`src/rtl/riscv_pkg.sv`:
```
// Shared RV32I decode definitions: ALU op codes, opcode constants and
// immediate formats used by the issue stage and its decoder.
package riscv_pkg;

    // ALU control encoding consumed by the execute-stage alu.
    typedef enum logic [3:0] {
        ALU_ADD    = 4'b0000,
        ALU_SUB    = 4'b0001,
        ALU_AND    = 4'b0010,
        ALU_OR     = 4'b0011,
        ALU_XOR    = 4'b0100,
        ALU_SLL    = 4'b0101,
        ALU_SRL    = 4'b0110,
        ALU_SRA    = 4'b0111,
        ALU_SLT    = 4'b1000,
        ALU_SLTU   = 4'b1001,
        ALU_PASS_B = 4'b1010
    } alu_op_t;

    localparam logic [6:0] OP_R      = 7'b0110011;
    localparam logic [6:0] OP_IMM    = 7'b0010011;
    localparam logic [6:0] OP_LUI    = 7'b0110111;
    localparam logic [6:0] OP_AUIPC  = 7'b0010111;
    localparam logic [6:0] OP_LOAD   = 7'b0000011;
    localparam logic [6:0] OP_STORE  = 7'b0100011;
    localparam logic [6:0] OP_BRANCH = 7'b1100011;

    localparam logic [6:0] F7_BASE = 7'b0000000;
    localparam logic [6:0] F7_ALT  = 7'b0100000;

    typedef enum logic [2:0] {
        IMM_I,
        IMM_S,
        IMM_B,
        IMM_U,
        IMM_SHAMT
    } imm_fmt_t;

    // Build a 32-bit immediate; everything sign-extends except shamt.
    function automatic logic [31:0] imm_gen(input logic [31:0] instr, input imm_fmt_t fmt);
        logic [31:0] imm;
        case (fmt)
            IMM_I:     imm = {{20{instr[31]}}, instr[31:20]};
            IMM_S:     imm = {{20{instr[31]}}, instr[31:25], instr[11:7]};
            IMM_B:     imm = {{19{instr[31]}}, instr[31], instr[7], instr[30:25], instr[11:8], 1'b0};
            IMM_U:     imm = {instr[31:12], 12'b0};
            IMM_SHAMT: imm = {27'b0, instr[24:20]};
            default:   imm = '0;
        endcase
        return imm;
    endfunction

    // Base operation selected by funct3 for register and immediate ALU forms.
    function automatic alu_op_t f3_to_op(input logic [2:0] funct3);
        alu_op_t op;
        case (funct3)
            3'b000:  op = ALU_ADD;
            3'b001:  op = ALU_SLL;
            3'b010:  op = ALU_SLT;
            3'b011:  op = ALU_SLTU;
            3'b100:  op = ALU_XOR;
            3'b101:  op = ALU_SRL;
            3'b110:  op = ALU_OR;
            default: op = ALU_AND;
        endcase
        return op;
    endfunction

endpackage

```
`src/rtl/alu_decoder.sv`:
```
// Combinational RV32I decoder: instruction + PC + register data to ALU op,
// operands and control flags for the ID/EX register.
module alu_decoder
    import riscv_pkg::*;
(
    input  logic [31:0] instr,
    input  logic [31:0] pc,
    input  logic [31:0] rs1_data,
    input  logic [31:0] rs2_data,
    output alu_op_t     alu_op,
    output logic [31:0] op_a,
    output logic [31:0] op_b,
    output logic [4:0]  rd,
    output logic        reg_write,
    output logic        is_branch,
    output logic [2:0]  funct3,
    output logic [31:0] store_data,
    output logic        illegal
);

    logic [6:0] opcode;
    logic [6:0] funct7;
    logic       writes_rd;

    assign opcode     = instr[6:0];
    assign funct7     = instr[31:25];
    assign funct3     = instr[14:12];
    assign rd         = instr[11:7];
    assign store_data = rs2_data;
    // Illegal instructions never write; x0 is never written.
    assign reg_write  = writes_rd && !illegal && (rd != 5'd0);

    // Opcode decode: operand selection, ALU op and legality.
    always_comb begin
        // NOTE: every signal gets a default first so no decode path infers a latch.
        alu_op    = ALU_ADD;
        op_a      = '0;
        op_b      = '0;
        writes_rd = 1'b0;
        is_branch = 1'b0;
        illegal   = 1'b0;
        case (opcode)
            OP_R: begin
                op_a      = rs1_data;
                op_b      = rs2_data;
                writes_rd = 1'b1;
                alu_op    = f3_to_op(funct3);
                if (funct7 == F7_ALT && funct3 == 3'b000)
                    alu_op = ALU_SUB;
                else if (funct7 == F7_ALT && funct3 == 3'b101)
                    alu_op = ALU_SRA;
                else if (funct7 != F7_BASE)
                    illegal = 1'b1;
            end
            OP_IMM: begin
                op_a      = rs1_data;
                writes_rd = 1'b1;
                alu_op    = f3_to_op(funct3);
                if (funct3 == 3'b001 || funct3 == 3'b101) begin
                    op_b = imm_gen(instr, IMM_SHAMT);
                    if (funct3 == 3'b101 && funct7 == F7_ALT)
                        alu_op = ALU_SRA;
                    else if (funct7 != F7_BASE)
                        illegal = 1'b1;
                end else begin
                    op_b = imm_gen(instr, IMM_I);
                end
            end
            OP_LUI: begin
                op_b      = imm_gen(instr, IMM_U);
                alu_op    = ALU_PASS_B;
                writes_rd = 1'b1;
            end
            OP_AUIPC: begin
                op_a      = pc;
                op_b      = imm_gen(instr, IMM_U);
                writes_rd = 1'b1;
            end
            OP_LOAD: begin
                op_a      = rs1_data;
                op_b      = imm_gen(instr, IMM_I);
                writes_rd = 1'b1;
            end
            OP_STORE: begin
                op_a = rs1_data;
                op_b = imm_gen(instr, IMM_S);
            end
            OP_BRANCH: begin
                op_a      = rs1_data;
                op_b      = rs2_data;
                is_branch = 1'b1;
                case (funct3)
                    3'b000, 3'b001: alu_op = ALU_SUB;
                    3'b100, 3'b101: alu_op = ALU_SLT;
                    3'b110, 3'b111: alu_op = ALU_SLTU;
                    default:        illegal = 1'b1;
                endcase
            end
            default: illegal = 1'b1;
        endcase
    end

endmodule

```
`src/rtl/alu_issue_stage.sv`:
```
// Decode/issue stage: valid/ready handshake and ID/EX pipeline register
// feeding the ALU. Optional perf counters under ALU_ISSUE_PERF_CNT_EN.
module alu_issue_stage
    import riscv_pkg::*;
#(
    parameter int XLEN = 32
) (
    input  logic            clk,
    input  logic            reset,
    input  logic            in_valid,
    output logic            in_ready,
    input  logic [31:0]     in_instr,
    input  logic [XLEN-1:0] in_pc,
    input  logic [XLEN-1:0] in_rs1_data,
    input  logic [XLEN-1:0] in_rs2_data,
    input  logic            flush,
    output logic            out_valid,
    input  logic            out_ready,
    output logic [XLEN-1:0] out_in_a,
    output logic [XLEN-1:0] out_in_b,
    output logic [3:0]      out_alu_control,
    output logic [4:0]      out_rd,
    output logic            out_reg_write,
    output logic            out_is_branch,
    output logic [2:0]      out_funct3,
    output logic [XLEN-1:0] out_store_data,
    output logic [XLEN-1:0] out_pc,
    output logic            out_illegal
`ifdef ALU_ISSUE_PERF_CNT_EN
    ,
    output logic [31:0]     perf_issued,
    output logic [31:0]     perf_stall
`endif
);

    alu_op_t     dec_op;
    logic [31:0] dec_a, dec_b, dec_store;
    logic [4:0]  dec_rd;
    logic        dec_reg_write, dec_is_branch, dec_illegal;
    logic [2:0]  dec_funct3;
    logic        accept;

    alu_decoder u_decoder (
        .instr      (in_instr),
        .pc         (in_pc),
        .rs1_data   (in_rs1_data),
        .rs2_data   (in_rs2_data),
        .alu_op     (dec_op),
        .op_a       (dec_a),
        .op_b       (dec_b),
        .rd         (dec_rd),
        .reg_write  (dec_reg_write),
        .is_branch  (dec_is_branch),
        .funct3     (dec_funct3),
        .store_data (dec_store),
        .illegal    (dec_illegal)
    );

    assign in_ready = !out_valid || out_ready;
    assign accept   = in_valid && in_ready;

    // ID/EX register: reset beats flush, flush beats load, load beats drain.
    always_ff @(posedge clk) begin
        // NOTE: sequential state uses non-blocking assignments so every register samples pre-edge values.
        if (reset) begin
            // NOTE: the payload is cleared too so all outputs read zero straight after reset.
            out_valid       <= 1'b0;
            out_in_a        <= '0;
            out_in_b        <= '0;
            out_alu_control <= '0;
            out_rd          <= '0;
            out_reg_write   <= 1'b0;
            out_is_branch   <= 1'b0;
            out_funct3      <= '0;
            out_store_data  <= '0;
            out_pc          <= '0;
            out_illegal     <= 1'b0;
        end else if (flush) begin
            out_valid <= 1'b0;
        end else if (accept) begin
            out_valid       <= 1'b1;
            out_in_a        <= dec_a;
            out_in_b        <= dec_b;
            out_alu_control <= dec_op;
            out_rd          <= dec_rd;
            out_reg_write   <= dec_reg_write;
            out_is_branch   <= dec_is_branch;
            out_funct3      <= dec_funct3;
            out_store_data  <= dec_store;
            out_pc          <= in_pc;
            out_illegal     <= dec_illegal;
        end else if (out_ready) begin
            out_valid <= 1'b0;
        end
    end

`ifdef ALU_ISSUE_PERF_CNT_EN
    // Issue and stall counters; wrap naturally, survive flush.
    always_ff @(posedge clk) begin
        if (reset) begin
            perf_issued <= '0;
            perf_stall  <= '0;
        end else begin
            if (out_valid && out_ready)
                perf_issued <= perf_issued + 32'd1;
            if (out_valid && !out_ready)
                perf_stall <= perf_stall + 32'd1;
        end
    end
`endif

endmodule

```
`config.mk`:
```
export PLATFORM = sky130hd
export DESIGN_NAME = alu_issue_stage
export DESIGN_NICKNAME = d
export VERILOG_FILES = /design/src/rtl/riscv_pkg.sv /design/src/rtl/alu_decoder.sv /design/src/rtl/alu_issue_stage.sv
export SDC_FILE = /design/constraint.sdc
export NUM_CORES = 1
export LEC_CHECK = 0
export ABC_AREA = 0
export BUFFER_PORTS_ARGS = -buffer_cell sky130_fd_sc_hd__buf_2
export CORE_MARGIN = 3
export CORE_UTILIZATION = 43
export CTS_CLUSTER_DIAMETER = 120
export DETAILED_ROUTE_END_ITERATION = 16
export PLACE_DENSITY = 0.77
export SETUP_SLACK_MARGIN = 0.1
export SYNTH_ARGS = -nofsm -noshare
export SYNTH_HDL_FRONTEND = slang
export SYNTH_SLANG_ARGS = --single-unit
```
`constraint.sdc`:
```
create_clock -name clk -period 1.46 [get_ports clk]
set_clock_uncertainty 0.1 [all_clocks]
set_input_delay 0.146 -clock clk [delete_from_list [all_inputs] [get_ports clk]]
set_output_delay 0.146 -clock clk [all_outputs]
set_load 0.05 [all_outputs]
```
After elaboration in Yosys (flattened, before gate mapping)
Cells that the tools add are included.

Register bits: 144.

Equality and inequality tests: 15. Mux-type cells: 19. Bitwise logic cells: 1. Reduce and logical (&&, ||, !) cells: 24.

Operators by type and width (number): case mux 32 bit (5 select lines) (1); case mux 32 bit (2 select lines) (1); 2-to-1 mux 32 bit (1); equality test 7 x 6 -> 1 bit, second input constant (4); case mux 4 bit (7 select lines) (1); case mux 4 bit (4 select lines) (1); equality test 7 x 5 -> 1 bit, second input constant (2); equality test 3 bit, second input constant (4); 2-to-1 mux 4 bit (3); case mux 4 bit (3 select lines) (1); OR reduction 2 bit (6); OR reduction 5 bit (2); 2-to-1 mux 1 bit (9); equality test 7 x 2 -> 1 bit, second input constant (1); equality test 7 bit, second input constant (1); nonzero test 7 bit (1); equality test 3 x 2 -> 1 bit, second input constant (2); OR reduction 6 bit (1); logical AND 1 bit (5); nonzero test 5 bit (1); case mux 1 bit (4 select lines) (1); OR reduction 4 bit (1); equality test 3 x 1 -> 1 bit, second input constant (1); zero test 3 bit (1); other kinds (5) (7).

Logic depth before layout (Yosys ltp)
Gate-level depths: netlist of the first run.

Word-level depth: 8. Mapped depth: 8.

Modules after synthesis
From an unflattened synthesis of the first run, not the netlist that was laid out.

Cell total of the unflattened synthesis: 827. Area total of the unflattened synthesis: 7782.5 µm².

Modules (own cells, without submodules): alu_issue_stage (times used 1, cells each 626, area each 6394.9 µm², sequential area each 2882.8 µm²); alu_decoder (times used 1, cells each 201, area each 1387.6 µm², sequential area each 0.0 µm²).

Worst setup path after synthesis of the first run
OpenSTA, ideal clock, no wires.

Path kind: register -> register. Start point: register out_valid. End point: register out_in_b[19]. Library setup time: 0.079 ns. Arrival: 1.825 ns. Required time: 1.281 ns. Path slack: -0.544 ns. Stages on the path, launching flop included: 8. Path buffers: 3. Clock period less this slack: 2.004 ns. Cell sequence: dfxtp_1 -> nand2b_1 -> buf_2 -> and3_1 -> clkbuf_1 -> nand3_1 -> buf_2 -> o211ai_1.

Word-level cells in the longest chain between the ends: 4.

Ends and longest elaborated chain: from (decl) (line alu_issue_stage.sv:17) `output logic out_valid,`; from (signal assigned) (line alu_issue_stage.sv:67) `out_valid <= 1'b0;`; from (signal assigned) (line alu_issue_stage.sv:79) `out_valid <= 1'b0;`; from (signal assigned) (line alu_issue_stage.sv:81) `out_valid <= 1'b1;`; zero test 1 bit (line alu_issue_stage.sv:59) `assign in_ready = !out_valid || out_ready;`; logical OR 1 bit (line alu_issue_stage.sv:59); via in_ready (line alu_issue_stage.sv:11) `output logic in_ready,`; logical AND 1 bit (line alu_issue_stage.sv:60) `assign accept = in_valid && in_ready;`; AND reduction 2 bit (no line); to (signal assigned) (line alu_issue_stage.sv:69) `out_in_b <= '0;`; to (signal assigned) (line alu_issue_stage.sv:83) `out_in_b <= dec_b;`; to (decl) (line alu_issue_stage.sv:20) `output logic [XLEN-1:0] out_in_b,`.

The timed path passes the listed nets, and every way through them passes these cells. A chain may end at the register's enable or synchronous reset.

Worst setup path after layout of the first run
Start point: register out_valid. End point: register out_in_a[26].

Word-level cells in the longest chain between the ends: 4.

Ends and longest elaborated chain: zero test 1 bit (line alu_issue_stage.sv:59); logical OR 1 bit (line alu_issue_stage.sv:59); logical AND 1 bit (line alu_issue_stage.sv:60); AND reduction 2 bit (no line); to (signal assigned) (line alu_issue_stage.sv:68) `out_in_a <= '0;`; to (signal assigned) (line alu_issue_stage.sv:82) `out_in_a <= dec_a;`; to (decl) (line alu_issue_stage.sv:19) `output logic [XLEN-1:0] out_in_a,`.

Every way passes these cells.

==> impl_results.md, run 1 <==
* # rows at 43
* Die Span Y at 126 um
* Initial core utilization at around 44%
* FMAX at a little over 700 MHz
* WL final at 25.1 mm
* Share of synthesized registers carrying an async set or reset at 0%
* Most used flip-flop cell after synthesis: dfxtp_1
* R2r setup slk at roughly 0.06 ns
* Core Footprint at approximately 14000 um^2
* Tot Pwr at between 10000 and 15000 uW
* Hold path depth at 3
* RSZ-0062 raised after global routing: true
* Vias in the first global route at around 7300
* GRT Residual Overflow at 0
* Cells on worst reg2reg path at 5
* Final min period at between 1 and 1.5 ns
* H-tree depth at 4
* Data arrival, critical path at 1.59 ns
* CP Max Fanout at 17
* Final slew viol count at 0
* Max VDD drop at ~0.00078 V
* Reported max-cap violation count at 0
* Most frequent cells in the layout: buf_2 (274), nand2_1 (177), dfxtp_1 (143)
* Slew HR at 71.5%
* Period utilization at ~96%
* Nets at 1289
* Worst r2r dst: out_in_a[26]$_SDFFE_PP0P_
* Cell Pwr Density at about 1100 nW/um^2
* DR vias/cell at approximately 5.7
* Netlist Area Pre-Place at 6160 um^2
* EDFF count, synth at 0
* Setup TNS at 0 ns
* Status: completed
* Initial antenna violation count at 2
* Post-synthesis cell type count at 42
* Hold Crit Endpoint: out_in_a[2]$_SDFFE_PP0P_
* Slowest cell on crit path: dfxtp_4
* I/O pin total at 278
* Detailed-route via count at between 7000 and 8000
* HP Start: in_rs1_data[2]
* First-pass GRT wire length at ~38 mm
* Layout fillers at between 1000 and 1500
* Root buffer cell: clkbuf_16
* Maximum number of pins on one net before global-route repair at 97
* Initial drt markers at between 500 and 600
* Mapped Avg Cell Area at 8.04 um^2
* Routed len/inst at around 19 um
* CP Launch Type: flop
* CP required at ~1.7 ns
* Mapped Cells at 766
* Area delta synth->final at 61.1%
* Die footprint at between 15000 and 20000 um^2
* Layout cell share with drive strength beyond 1 at roughly a third
* CP Class: reg -> reg
* Syn nets at roughly 900
* Multi-input logic area at around 3000 um^2
* RD Place Congestion at a little under 0.9
* Remaining DRCs at 0
* Yosys Warn Count at 0
* Endpoints failing setup at 0
* Hold WC Path Type: in -> reg
* CTS buffer count at 17
* Leading cell type in the layout, fill and taps excluded: buf_2
* Total track usage at between 20% and 30%
* Crit-path cells: nand2b_4 -> nand2_4 -> buf_8 -> a221oi_1 -> nor3_1
* Chip width at 126 um
* Sequential cell area at 2890 um^2
* Diode count at 0
* Static leakage at 0.00444 uW
* Crit end category: flop
* CP peak stage delay at ~0.35 ns
* Seq cells post-synth at roughly 140
* DRT Pass-1 Iters at 5
* Clk slew on worst S/H paths at roughly 0.06 ns
* TritonCTS clock tree: yes
* Worst r2r src: out_valid$_SDFFE_PP0P_
* Max Root-Sink Buffers at 2
* Sequential share of the synthesized area at 46.8%
* PortBufs at between 200 and 300
* Worst Tran Pin Value at between 0.4 and 0.5 ns
* ANT nets after route at 0
* Final-report hold violation count at 0
* Skew-Pair Late Insertion Delay at about 0.42 ns
* Post-DP HPWL at 15.7 mm
* Sink Count at approximately 140
==> repair_timing <==
item	4_1_cts	5_1_grt
setup buffers	0	1
endpoints found under the setup margin	144	82
pin swaps	2	3
hold buffers	109	0
gates resized for setup	13	21
gates cloned	0	0
hold endpoints to repair	114	0
==> layer usage <==
metal / vias up / part of all wire, % / track usage, %
met2: 476 / 47 / 48.0
met4: 4 / 5.8 / 16.5
met1: 3542 / 38 / 35.9
met5: - / 0.056 / 0
li1: 3513 / - / -
met3: 127 / 8.8 / 8.02
==> worst max-delay path, delay by kind of cell (launching register included) <==
family / cells / cell delay [ns]
compound gates: 1 / 0.30
flops: 1 / 0.35
simple gates: 3 / 0.33
buf+inv: 1 / 0.18
==> sequential cells by signal, indices dropped and copies added (netlist names) <==
| name | flops |
|---|---|
| out_reg_write | 1 |
| out_alu_control | 4 |
| out_in_a | 32 |
| out_rd | 5 |
| out_illegal | 1 |
| out_pc | 32 |
| out_funct3 | 3 |
| out_is_branch | 1 |
| out_in_b | 32 |
| out_valid | 1 |
| out_store_data | 32 |
==> where the power goes <==
group / internal [uW] / switching [uW] / total (uW)
logic: 717 / 1290 / 2010
registers: 4080 / 78.9 / 4160
clock network: 2550 / 1730 / 4280
==> kinds of logic (layout without fill, tap and decap cells) <==
kind of cell | count (synthesis) | in the layout | share of synthesized area, %
flops | 144 | 144 | 46.8
buf+inv | 99 | 501 | 6.70
xor+xnor | 3 | 3 | 0.426
simple gates | 328 | 328 | 24.6
compound gates | 192 | 192 | 21.4
==> synth_stat cells, types with 2 or more instances <==
cell	n	share of area, %
a211oi_1	6	0.73
a21oi_1	77	6.3
a221o_1	6	0.97
a221oi_1	32	4.5
a32oi_1	12	1.7
and3_1	2	0.20
and4_1	21	3.0
buf_1	2	0.12
buf_2	24	1.9
buf_4	3	0.37
clkbuf_1	47	2.9
dfxtp_1	144	47
inv_1	23	1.4
nand2_1	178	11
nand2b_1	2	0.20
nand3_1	4	0.32
nand4bb_1	2	0.37
nor2_1	42	2.6
nor2b_1	4	0.41
nor3_1	55	4.5
nor4_1	6	0.61
o2111ai_1	20	2.8
o211ai_1	21	2.6
o21ai_0	10	0.81
o21ai_1	2	0.16
or3_1	2	0.20
or4_1	2	0.24
xor2_1	3	0.43
==> how the worst max path moves through the flow <==
stage,from,end,depth (start not counted)
final,out_valid$_SDFFE_PP0P_,out_in_a[26]$_SDFFE_PP0P_,5
after floorplan,out_valid$_SDFFE_PP0P_,out_in_b[0]$_SDFFE_PP0P_,6
after global placement,in_instr[2],out_reg_write$_SDFFE_PP0P_,5
after detailed placement,in_instr[2],out_reg_write$_SDFFE_PP0P_,5
after global routing,out_valid$_SDFFE_PP0P_,out_in_a[26]$_SDFFE_PP0P_,5
after CTS,out_valid$_SDFFE_PP0P_,in_ready,3
==> stage by stage <==
step | cells | hold WS, ns | cell area (um^2) | util, % | worst slack (ns)
floorplan | 766 | 0.109 | 6260 | - | -0.173
global placement | 1207 | 0.235 | 8080 | 58.0 | -0.0926
detailed placement | 1207 | 0.237 | 8080 | 58.0 | -0.151
CTS | 1347 | 0.00239 | 9800 | 70.4 | 0.0620
global route | 1348 | 0.0391 | 9930 | 71.3 | 0.00271
finish | 1348 | 0.00670 | 9930 | 71.3 | 0.0592
==> cell type report <==
class / instances / share of cell area (%)
Clock buffer: 18 / 4.42
Sequential cell: 144 / 29.1
Clock inverter: 13 / 1.39
Multi-Input combinational cell: 523 / 30.7
Tap cell: 180 / 2.27
Timing Repair Buffer: 447 / 31.3
Inverter: 23 / 0.869
(Power assumes the default switching activity.)
==> inputs of run 2 (changes only) <==
--- a/config.mk
+++ b/config.mk
@@ -7,11 +7,13 @@
 export LEC_CHECK = 0
 export ABC_AREA = 0
 export BUFFER_PORTS_ARGS = -buffer_cell sky130_fd_sc_hd__buf_2
+export CELL_PAD_IN_SITES_DETAIL_PLACEMENT = 0
+export CELL_PAD_IN_SITES_GLOBAL_PLACEMENT = 2
 export CORE_MARGIN = 3
-export CORE_UTILIZATION = 43
+export CORE_UTILIZATION = 23
 export CTS_CLUSTER_DIAMETER = 120
 export DETAILED_ROUTE_END_ITERATION = 16
-export PLACE_DENSITY = 0.77
+export PLACE_DENSITY_LB_ADDON = 0.1
 export SETUP_SLACK_MARGIN = 0.1
 export SYNTH_ARGS = -nofsm -noshare
 export SYNTH_HDL_FRONTEND = slang
==> impl_results.md, run 2 (synthesis gave the netlist of run 1 again) <==
* Status: completed
* CP Launch Point: out_valid$_SDFFE_PP0P_
* Layout fillers at 2735
* Clk slew on worst S/H paths at 0.07 ns
* Core Footprint at roughly 26000 um^2
* GRT Residual Overflow at 0
* Chip width at around 170 um
* # rows at 59
* Slowest cell on crit path: dfxtp_4
* Period utilization at a little under 100%
* Worst r2r src: out_valid$_SDFFE_PP0P_
* Total track usage at between 10% and 20%
* Sink Count at ~140
* Final-report hold violation count at 0
* Final min period at between 1 and 1.5 ns
* CTS buffer count at 17
* WL final at roughly 29 mm
* Cell-internal power at approximately 8000 uW
* Comb pwr share at 19.9%
* PortBufs at ~280
* Net Switching at 3350 uW
* Root buffer cell: clkbuf_16
* RSZ-0062 raised after global routing: true
* CP Max Fanout at 8
* Worst Path Buf+Inv at 3
* Remaining DRCs at 0
* Worst path top cell family by delay: buffers and inverters
* H-tree depth at 4
* Skew-Pair Late Insertion Delay at around 0.42 ns
* Vias in the first global route at slightly above 7000
* Hold path depth at 3
* Crit end category: flop
* DR vias/cell at 4.73
* Reported max-cap violation count at 0
* I/O pin total at ~280
* Layout cell share with drive strength beyond 1 at 38.3%
* Hold Crit Endpoint: out_in_b[10]$_SDFFE_PP0P_
* Static leakage at around 0.0048 uW
* Worst Tran Pin Value at 0.551 ns
* Data arrival, critical path at ~1.6 ns
* CP Launch Type: flop
* DRT Pass-1 Iters at 5
* R2r setup slk at 0.02 ns
* Max Root-Sink Buffers at 2
* Hold_ws at between 0.03 and 0.04 ns
* Setup TNS at 0 ns
* Sw frac at around 30%
* RD Place Congestion at around 0.81
* Cells on worst reg2reg path at 7
* Seq pwr share at 36.9%
* Maximum number of pins on one net before global-route repair at 101
* Nets at 1315
* Leading cell type in the layout, fill and taps excluded: buf_2
* Die footprint at approximately 29000 um^2
* Crit-path cells: nand2b_4 -> buf_6 -> and2_4 -> buf_12 -> clkbuf_16 -> nor2_1 -> nor3_2
* Final Non-Filler Cells at around 1500
* Die Span Y at 170 um
* Detailed-route via count at roughly 7200
* Placed Cells at 1370
* FMAX at between 600 and 700 MHz
* Endpoints failing setup at 0
* Most frequent cells in the layout: buf_2 (275), nand2_1 (170), dfxtp_1 (143)
* First-pass GRT wire length at 42.5 mm
* Clock share of power at a little over two fifths
* Routed len/inst at between 15 and 20 um
* Post-DP HPWL at between 15 and 20 mm
* Multi-input logic area at ~3200 um^2
* Area delta synth->final at 75.9%
* CP Class: reg -> reg
* CP required at ~1.7 ns
* Initial core utilization at roughly a quarter
* HP Start: in_instr[30]
* CP peak stage delay at about 0.35 ns
* Max VDD drop at 0.000509 V
* Sequential cell area at approximately 2900 um^2
* Final slew viol count at 0
* Slew HR at 62.8%
* Initial drt markers at around 380
* TritonCTS clock tree: yes
* Hold WC Path Type: in -> reg
* Worst r2r dst: out_in_a[17]$_SDFFE_PP0P_
* Initial antenna violation count at 0
* Cell Pwr Density at between 1000 and 1500 nW/um^2
* ANT nets after route at 0
run 2: cell count changes in the layout (fill, tap and decap cells not counted), sizes merged, moves of 2 or more:
| cell | before | now |
|---|---|---|
| clkbuf | 19 | 26 |
| bufinv | 2 | 4 |
| buf | 337 | 357 |
| clkinv | 5 | 2 |
| clkinvlp | 4 | 2 |
| inv | 25 | 28 |
run 2: worst reg2reg max path, delay by kind of cell, from the launching register on:
kind	cells	cell delay, ns
buf+inv	3	0.46
simple gates	4	0.40
flops	1	0.35
run 2: timing repair:
item / CTS / global route
resized for setup: 19 / 60
setup buffers: 4 / 4
hold buffers: 108 / 0
endpoints found under the hold margin: 116 / 0
pin swaps: 2 / 11
cloned: 3 / 9
setup endpoints to repair: 143 / 144
run 2: final cells by class:
type | count | share of cell area [%]
tap | 335 | 3.87
sequential | 144 | 26.6
multi-input combinational | 524 | 29.4
antenna | 1 | 0.0231
clock buffer | 19 | 4.09
clock inverter | 13 | 1.86
timing repair buffer | 472 | 33.3
inverter | 23 | 0.797
run 2: routing by layer:
| layer | GRT usage [%] | routed length [um] |
|---|---|---|
| met1 | 24.6 | 13100 |
| met5 | 0 | 0 |
| met2 | 31.1 | 13800 |
| met3 | 3.66 | 1290 |
| met4 | 5.90 | 673 |
run 2: stage by stage:
stage               worst slack [ns]  util, %  total power [uW]  cell area [um^2]
finish                        0.0206     41.4             11300             10800
global route                 -0.0310     41.3             11700             10800
CTS                           0.0344     39.5             11200             10300
detailed placement            -0.149     32.1              6030              8400
global placement              -0.150     32.1              6040              8400
floorplan                     -0.173        -              5290              6260
run 2: how the worst max path moves through the flow:
stage / endpoint / slack [ns] / cells after the start
finish: out_in_a[17]$_SDFFE_PP0P_ / 0.02 / 7
global route: out_in_a[20]$_SDFFE_PP0P_ / -0.03 / 7
CTS: out_pc[31]$_SDFFE_PP0P_ / 0.03 / 7
detailed placement: out_in_b[13]$_SDFFE_PP0P_ / -0.15 / 6
global placement: out_alu_control[0]$_SDFFE_PP0P_ / -0.15 / 5
floorplan: out_in_b[0]$_SDFFE_PP0P_ / -0.17 / 6
run 2: power groups by stage:
stage / sequential [uW] / clock (uW) / combinational (uW)
after floorplan: 4770 / 0 / 525
after CTS: 4150 / 4990 / 2090
final: 4160 / 4860 / 2240
after global routing: 4170 / 5170 / 2390
after detailed placement: 4240 / 0 / 1790
after global placement: 4230 / 0 / 1800
